===== src/rtl/rv_dm_arbiter_pkg.sv =====
// Shared types for the data-memory arbiter: FSM state and load-owner encodings.
package rv_dm_arbiter_pkg;

    typedef enum logic {
        ARB_IDLE      = 1'b0,
        ARB_WAIT_DATA = 1'b1
    } arb_state_t;

    typedef enum logic {
        ARB_OWN_CORE = 1'b0,
        ARB_OWN_DBG  = 1'b1
    } arb_owner_t;

    localparam int STARVE_W = 8;
    localparam int TMO_W    = 16;

endpackage


===== src/rtl/rv_dm_arbiter.sv =====
// Shares the data-memory port between the core execute stage and the debug port,
// tracks one outstanding load and returns its data (or a timeout error) to the owner.
//
// state         | meaning
// --------------+----------------------------------------------------------
// ARB_IDLE      | combinational grant each cycle; stores complete on accept
// ARB_WAIT_DATA | one load outstanding; no grants until data or timeout
module rv_dm_arbiter
    import rv_dm_arbiter_pkg::*;
#(
    parameter int unsigned DBG_MAX_WAIT   = 15,
    parameter int unsigned RVALID_TIMEOUT = 255
) (
    input  logic        clk_i,
    input  logic        rst_n_i,

    input  logic [31:0] c_addr_i,
    input  logic [31:0] c_data_i,
    input  logic [3:0]  c_sel_i,
    input  logic        c_load_i,
    input  logic        c_store_i,
    output logic        c_ready_o,
    output logic [31:0] c_rdata_o,
    output logic        c_rvalid_o,

    input  logic [31:0] dbg_addr_i,
    input  logic [31:0] dbg_data_i,
    input  logic [3:0]  dbg_sel_i,
    input  logic        dbg_load_i,
    input  logic        dbg_store_i,
    output logic        dbg_ready_o,
    output logic [31:0] dbg_rdata_o,
    output logic        dbg_rvalid_o,

    output logic [31:0] m_addr_o,
    output logic [31:0] m_data_o,
    output logic [3:0]  m_sel_o,
    output logic        m_load_o,
    output logic        m_store_o,
    input  logic        m_ready_i,
    input  logic [31:0] m_rdata_i,
    input  logic        m_rvalid_i,

    output logic        busy_o,
    output logic        err_o
);

    localparam logic [STARVE_W-1:0] STARVE_MAX = STARVE_W'(DBG_MAX_WAIT);
    localparam logic [TMO_W-1:0]    TMO_LAST   = TMO_W'(RVALID_TIMEOUT - 1);

    arb_state_t          r_state;
    arb_state_t          w_next_state;
    arb_owner_t          r_owner;
    logic [STARVE_W-1:0] r_starve_cnt;
    logic [TMO_W-1:0]    r_tmo_cnt;
    logic [31:0]         r_c_rdata;
    logic [31:0]         r_dbg_rdata;
    logic                r_c_rvalid;
    logic                r_dbg_rvalid;
    logic                r_err;

    logic w_c_req;
    logic w_dbg_req;
    logic w_grant_core;
    logic w_grant_dbg;
    logic w_load_accept;
    logic w_dbg_accept;
    logic w_tmo_hit;

    assign w_c_req   = c_load_i | c_store_i;
    assign w_dbg_req = dbg_load_i | dbg_store_i;
    assign w_tmo_hit = (r_tmo_cnt == TMO_LAST);

    // Grant mux; gating on rst_n_i keeps m_load_o/m_store_o low throughout reset.
    always_comb begin
        w_grant_core  = 1'b0;
        w_grant_dbg   = 1'b0;
        m_addr_o      = c_addr_i;
        m_data_o      = c_data_i;
        m_sel_o       = c_sel_i;
        m_load_o      = 1'b0;
        m_store_o     = 1'b0;
        c_ready_o     = 1'b0;
        dbg_ready_o   = 1'b0;
        if (rst_n_i && (r_state == ARB_IDLE)) begin
            w_grant_dbg  = w_dbg_req && (!w_c_req || (r_starve_cnt == STARVE_MAX));
            w_grant_core = w_c_req && !w_grant_dbg;
        end
        if (w_grant_dbg) begin
            m_addr_o    = dbg_addr_i;
            m_data_o    = dbg_data_i;
            m_sel_o     = dbg_sel_i;
            m_load_o    = dbg_load_i;
            m_store_o   = dbg_store_i & ~dbg_load_i;
            dbg_ready_o = m_ready_i;
        end else if (w_grant_core) begin
            m_load_o    = c_load_i;
            m_store_o   = c_store_i & ~c_load_i;
            c_ready_o   = m_ready_i;
        end
    end

    assign w_load_accept = m_load_o & m_ready_i;
    assign w_dbg_accept  = w_grant_dbg & m_ready_i;

    always_comb begin
        w_next_state = r_state;
        case (r_state)
            ARB_IDLE:      if (w_load_accept) w_next_state = ARB_WAIT_DATA;
            ARB_WAIT_DATA: if (m_rvalid_i || w_tmo_hit) w_next_state = ARB_IDLE;
            default:       w_next_state = ARB_IDLE;
        endcase
    end

    always_ff @(posedge clk_i or negedge rst_n_i) begin
        if (!rst_n_i) r_state <= ARB_IDLE;
        else          r_state <= w_next_state;
    end

    always_ff @(posedge clk_i or negedge rst_n_i) begin
        if (!rst_n_i) begin
            r_owner      <= ARB_OWN_CORE;
            r_tmo_cnt    <= '0;
            r_c_rdata    <= '0;
            r_dbg_rdata  <= '0;
            r_c_rvalid   <= 1'b0;
            r_dbg_rvalid <= 1'b0;
            r_err        <= 1'b0;
        end else begin
            r_c_rvalid   <= 1'b0;
            r_dbg_rvalid <= 1'b0;
            r_err        <= 1'b0;
            case (r_state)
                ARB_IDLE: begin
                    if (w_load_accept) begin
                        r_owner   <= w_grant_dbg ? ARB_OWN_DBG : ARB_OWN_CORE;
                        r_tmo_cnt <= '0;
                    end
                end
                ARB_WAIT_DATA: begin
                    if (m_rvalid_i || w_tmo_hit) begin
                        // A timed-out load returns zero data alongside the error pulse.
                        if (r_owner == ARB_OWN_DBG) begin
                            r_dbg_rdata  <= m_rvalid_i ? m_rdata_i : '0;
                            r_dbg_rvalid <= 1'b1;
                        end else begin
                            r_c_rdata    <= m_rvalid_i ? m_rdata_i : '0;
                            r_c_rvalid   <= 1'b1;
                        end
                        r_err <= ~m_rvalid_i;
                    end else begin
                        r_tmo_cnt <= r_tmo_cnt + 1'b1;
                    end
                end
                default: ;
            endcase
        end
    end

    always_ff @(posedge clk_i or negedge rst_n_i) begin
        if (!rst_n_i) begin
            r_starve_cnt <= '0;
        end else if (w_dbg_req && !w_dbg_accept) begin
            if (r_starve_cnt != STARVE_MAX) r_starve_cnt <= r_starve_cnt + 1'b1;
        end else begin
            r_starve_cnt <= '0;
        end
    end

    assign c_rdata_o    = r_c_rdata;
    assign c_rvalid_o   = r_c_rvalid;
    assign dbg_rdata_o  = r_dbg_rdata;
    assign dbg_rvalid_o = r_dbg_rvalid;
    assign err_o        = r_err;
    assign busy_o       = (r_state == ARB_WAIT_DATA);

endmodule


===== config.mk =====
export PLATFORM = sky130hd
export DESIGN_NAME = rv_dm_arbiter
export DESIGN_NICKNAME = d
export VERILOG_FILES = /design/src/rtl/rv_dm_arbiter_pkg.sv /design/src/rtl/rv_dm_arbiter.sv
export SDC_FILE = /design/constraint.sdc
export NUM_CORES = 1
export LEC_CHECK = 0
export BUFFER_PORTS_ARGS = -buffer_cell sky130_fd_sc_hd__buf_2
export CORE_AREA = 5 5 137 139
export DETAILED_ROUTE_END_ITERATION = 8
export DIE_AREA = 0 0 142 144
export SLEW_MARGIN = 10
export SYNTH_ARGS = -nofsm -noshare
export SYNTH_HDL_FRONTEND = slang
export SYNTH_SLANG_ARGS = --single-unit
export TNS_END_PERCENT = 20

===== constraint.sdc =====
create_clock -name clk_i -period 2.7 [get_ports clk_i]
set_clock_uncertainty 0.05 [all_clocks]
set_input_delay 0.27 -clock clk_i [delete_from_list [all_inputs] [get_ports clk_i]]
set_output_delay 0.27 -clock clk_i [all_outputs]
set_load 0.005 [all_outputs]

After elaboration in Yosys (flattened, before gate mapping)
Cells that the tools add are included.

Register bits: 93. Logic and storage cells: 71.

Bitwise operators: 11. Equality and inequality tests: 6. Add/sub/neg operators: 2. Mux-type cells: 30. Reduce and logical (&&, ||, !) cells: 13.

Operator list (count): two-way mux 32 bit (3); two-way mux 16 bit (2); case mux 16 bit (2 select lines) (1); two-way mux 1 bit (20); adder 16 x 1 -> 16 bit (second input constant) (1); equality test 16 x 8 -> 1 bit (second input constant) (1); two-way mux 8 bit (2); adder 8 x 1 -> 8 bit (second input constant) (1); equality test 8 x 4 -> 1 bit (second input constant) (1); inequality test 8 x 4 -> 1 bit (second input constant) (1); AND reduction 3 bit (2); inverter 1 bit (5); AND 1 bit (4); logical AND 1 bit (4); two-way mux 4 bit (1); inequality test 2 bit (second input constant) (2); AND reduction 2 bit (2); logical NOT 1 bit (3); logical OR 1 bit (2); inequality test 2 x 1 -> 1 bit (second input constant) (1); bitwise OR 1 bit (2); case mux 1 bit (2 select lines) (1).

Logic depth before layout (Yosys ltp)
Depth in word-level cells: 12. Gate-level depth with buffers: 10. Depth with buffers taken out: 8.

Worst setup path after synthesis
Ideal clock, no wire load.

Path kind: register -> output. Start point: register r_starve_cnt[6]. End point: output port m_addr_o[22]. Slack: 0.138 ns. Path buffers: 3. Cell stages (with the launch flop): 9. Data arrival time: 2.242 ns. Cells stage by stage: dfrtp_1 -> or4_4 -> nor2_4 -> nor2_1 -> or3_1 -> clkbuf_1 -> buf_6 -> buf_6 -> mux2_4.

Word-level cells in the longest chain between the ends: 5.

RTL lines: start: declaration (line rv_dm_arbiter.sv:54) `logic [STARVE_W-1:0] r_starve_cnt;`; start signal: assignment (line rv_dm_arbiter.sv:164) `if (r_starve_cnt != STARVE_MAX) r_starve_cnt <= r_starve_cnt + 1'b1;`; equality test 8 x 4 -> 1 bit (line rv_dm_arbiter.sv:86) `w_grant_dbg = w_dbg_req && (!w_c_req || (r_starve_cnt == STARVE_MAX));`; logical OR 1 bit (line rv_dm_arbiter.sv:86); logical AND 1 bit (line rv_dm_arbiter.sv:86); two-way mux 1 bit (line rv_dm_arbiter.sv:85) `if (rst_n_i && (r_state == ARB_IDLE)) begin`; two-way mux 32 bit (line rv_dm_arbiter.sv:89) `if (w_grant_dbg) begin`; end: declaration (line rv_dm_arbiter.sv:35) `output logic [31:0] m_addr_o,`.

No other way between the ends.

Worst setup path after layout
Start point: register r_starve_cnt[6]. End point: output port m_data_o[22].

Word-level cells in the longest chain between the ends: 5.

RTL lines: equality test 8 x 4 -> 1 bit (line rv_dm_arbiter.sv:86); logical OR 1 bit (line rv_dm_arbiter.sv:86); logical AND 1 bit (line rv_dm_arbiter.sv:86); two-way mux 1 bit (line rv_dm_arbiter.sv:85); two-way mux 32 bit (line rv_dm_arbiter.sv:89); end: declaration (line rv_dm_arbiter.sv:36) `output logic [31:0] m_data_o,`.

No other way between the ends.

==> impl_metrics.csv <==
group,metric,value,unit
drt,wl_met1,8410,µm
floorplanning,core,17500,µm²
yosys,synth_most_common_cell,"dfrtp_1",
pwr,p_sw,1.38,mW
sta,tightest_slew,0.687,ns
sta,finalWorstSetupSlack,-0.180,ns
sta,finalCriticalPeriod,2.88,ns
layout,final_core_util,42.6,%
drt,drt-vias-per-instance,4.72,
drt,routed-wl-met3,1330,µm
pwr,p_per_area,600,nW/µm²
drt,maxUsedRoutingLayer,"met5",
layout,nets,1044,
drt,firstDrtPassIters,5,
grt,grt_pass1_wl,31800,µm
floorplanning,initial_core_util,29.2,%
yosys,yosysWarnings,0,
pwr,combPwrFrac,28.0,%
clocking,holdBufCountCts,0,
yosys,synth_area_per_cell,9.27,µm²
layout,multiInputGateArea,2470,µm²
yosys,syn_inst,553,
yosys,synth_flop_cell,"dfrtp_1",
sta,finalHoldViolCount,9,
layout,seqCellArea,2330,µm²
clocking,cts_tree,"built",
critical_path,worst-setup-path-type,"flip-flop to output port",
clocking,cts_buffers,9,
yosys,synth.distinct_cells,50,
drt,wirelength,21700,µm
clocking,cts_root_buf,"clkbuf_16",
sta,hold_slack,-0.0109,ns
critical_path,cp_cell_sequence,"or4_4 -> nor2_4 -> nor2_2 -> or3_4 -> buf_12 -> mux2_2 -> buf_2",
floorplanning,rows,49,
clocking,cts_sinks,93,
yosys,synth_seq_cells,93,
sta,timing.final.crit_share,107,%
grt,grt.total_usage,20.7,%
sta,drv_slew,0,
pwr,internal_power,3.09,mW
grt,grt_max_degree,67,
pwr,pwr-share-clk,28.8,%
yosys,synthesis.nets,732,
grt,grt.overflow.total,0,
yosys,yosysSeqAreaShare,45.4,%
drt,drc,0,
critical_path,path_max_fanout,25,
sta,max_freq,347,MHz
pwr,power.total,4.47,mW
floorplanning,chipWidth,142,µm
layout,fin_area,7460,µm²
floorplanning,ios,316,
drt,ant_nets,0,
pwr,p_leak,3.86,nW
grt,antenna_found_initial,4,
critical_path,end_kind,"output port",
drt,wl_met2,11600,µm
critical_path,critical_path.max_stage_delay,0.56,ns
status,violations,"negative hold slack, negative setup slack",
yosys,netlist_top_cells_area,"dfrtp_1, mux2_2, o21ai_0",
sta,setup_viol,68,
yosys,async_flop_share,100,%
clocking,clkTransAtPathRegs,0.07,ns
pwr,peakVddDrop,0.297,mV
sta,rsz0062_at_grt,"true",
job,cap_violations,0,
yosys,yosysTopAreaCellShare,45.4,%
drt,vias,5188,
pwr,seqPwrFrac,43.2,%
pwr,swShare,30.9,%
critical_path,worst_path_max_delay_cell,"or4_4",
place,dp_hpwl,18000,µm
yosys,ys_top_cells_by_count,"dfrtp_1, nand2_1, o21ai_0, mux2_2, nand3_1",
floorplanning,dieArea,20400,µm²
critical_path,crit_path_start_kind,"flip-flop",
place,dp_worst_setup_slack,0.104,ns
status,outcome,"complete, but fails checks",
drt,routedWlPerCell,19.7,µm
layout,instances_no_fill,1099,
place,placedInstanceArea,7010,µm²
clocking,h-tree-depth,3,
layout,fillers,1826,
yosys,synthesis.area,5120,µm²
clocking,worst_skew_pair.late_latency,0.34,ns
worst_hold_path,hold_class,"input port to async pin",
critical_path,crit_required,2.38,ns
place,dp.cells,1078,
layout,area_delta_synth_final,45.6,%
place,portBuffers,315,
clocking,cts_buffer_depth,2,
yosys,synth-edff-count,0,
drt,drt_iter0_drc,242,
grt,grt_pass1_vias,5200,
critical_path,critPathArrivalTime,2.56,ns
layout,drive_gt1_share,49.9,%
floorplanning,die_y,144,µm
sta,fin_setup_tns,-9.34,ns
yosys,synth_largest_area_cell,"dfrtp_1",
layout,diodes,0,
place,place_congestion,0.883,
sta,relSlewSlack,54.2,%
[power by group through the flow]
stage	clock network (mW)	logic, mW	registers, mW
2_1_floorplan	0	0.452	1.98
3_3_place_gp	0	1.24	1.94
3_5_place_dp	0	1.26	1.96
4_1_cts	1.32	1.29	1.93
5_1_grt	1.38	1.41	1.98
6_report	1.29	1.25	1.93
[sequential cells by signal, indices dropped and copies added, names as in the netlist]
| name | count |
|---|---|
| c_rdata_o | 32 |
| dbg_rdata_o | 32 |
| r_tmo_cnt | 16 |
| r_starve_cnt | 8 |
| busy_o | 1 |
| c_rvalid_o | 1 |
| dbg_rvalid_o | 1 |
| err_o | 1 |
| r_owner | 1 |
[cells in the final DEF, fill, tap and decap left out, drive strengths merged, types with 2 or more instances in the layout]
cell type	count
o21ai	76
nand4	5
nand2b	9
and3	3
a31oi	6
nand3	45
nor4	4
or3	3
nor3	8
or4b	3
ha	3
a21oi	6
nand3b	3
clkinvlp	2
mux2	68
nor2	23
xor2	3
buf	339
clkbuf	10
a22o	7
nand2	83
inv	42
dfrtp	93
and4	2
or4	4
or2	2
[critical path: cells and delay by family (launching register included)]
kind          cells  cell delay, ns
mux               1            0.30
simple gates      4            1.18
buf+inv           2            0.34
flops             1            0.39
[area by class of cell]
class / instances / share of cell area (%)
multi-input cells: 382 / 33.1
flip-flops and latches: 93 / 31.2
repair buffers: 339 / 25.8
well taps: 229 / 3.84
clock buffers: 10 / 3.07
inverters: 40 / 2.01
clock inverters: 6 / 0.956
[per-layer routing]
| layer | GRT usage (%) | vias to the layer above |
|---|---|---|
| li1 | - | 2533 |
| met1 | 24.4 | 2428 |
| met2 | 38.6 | 196 |
| met3 | 4.63 | 25 |
| met4 | 4.44 | 6 |
| met5 | 0 | - |
[kinds of logic (layout without fill, tap and decap cells)]
group | Yosys count | after routing | synth area share (%)
AOI/OAI and AO/OA | 106 | 106 | 11.9
buffers and inverters | 78 | 395 | 6.47
muxes | 68 | 68 | 15.6
adders and majority gates | 3 | 3 | 0.732
and+or+nand+nor | 201 | 201 | 19.2
xor gates and xnor gates | 4 | 4 | 0.684
DFF | 93 | 93 | 45.4
[worst paths after layout]
path / startpoint / to / slack [ns] / depth (start not counted)
setup / recovery: r_starve_cnt[6]$_DFFE_PN0P_ / m_data_o[22] / -0.18 / 7
hold / removal: rst_n_i / r_tmo_cnt[0]$_DFFE_PN0P_ / -0.01 / 2
max in group asynchronous: rst_n_i / c_rdata_o[3]$_DFFE_PN0P_ / 1.53 / 3
setup reg to reg: r_tmo_cnt[0]$_DFFE_PN0P_ / dbg_rdata_o[12]$_DFFE_PN0P_ / 0.21 / 9
min in group clk_i: m_rdata_i[19] / c_rdata_o[19]$_DFFE_PN0P_ / 0.13 / 3
hold reg to reg: dbg_rdata_o[5]$_DFFE_PN0P_ / dbg_rdata_o[5]$_DFFE_PN0P_ / 0.42 / 2
[repair_timing]
action                                  CTS  global route
gates cloned                              1             0
gates resized for setup                  14             3
pin swaps                                 1             1
endpoints found under the setup margin   68           125
setup buffers                             4             0
Note: power is estimated with default switching activity, not from simulation.
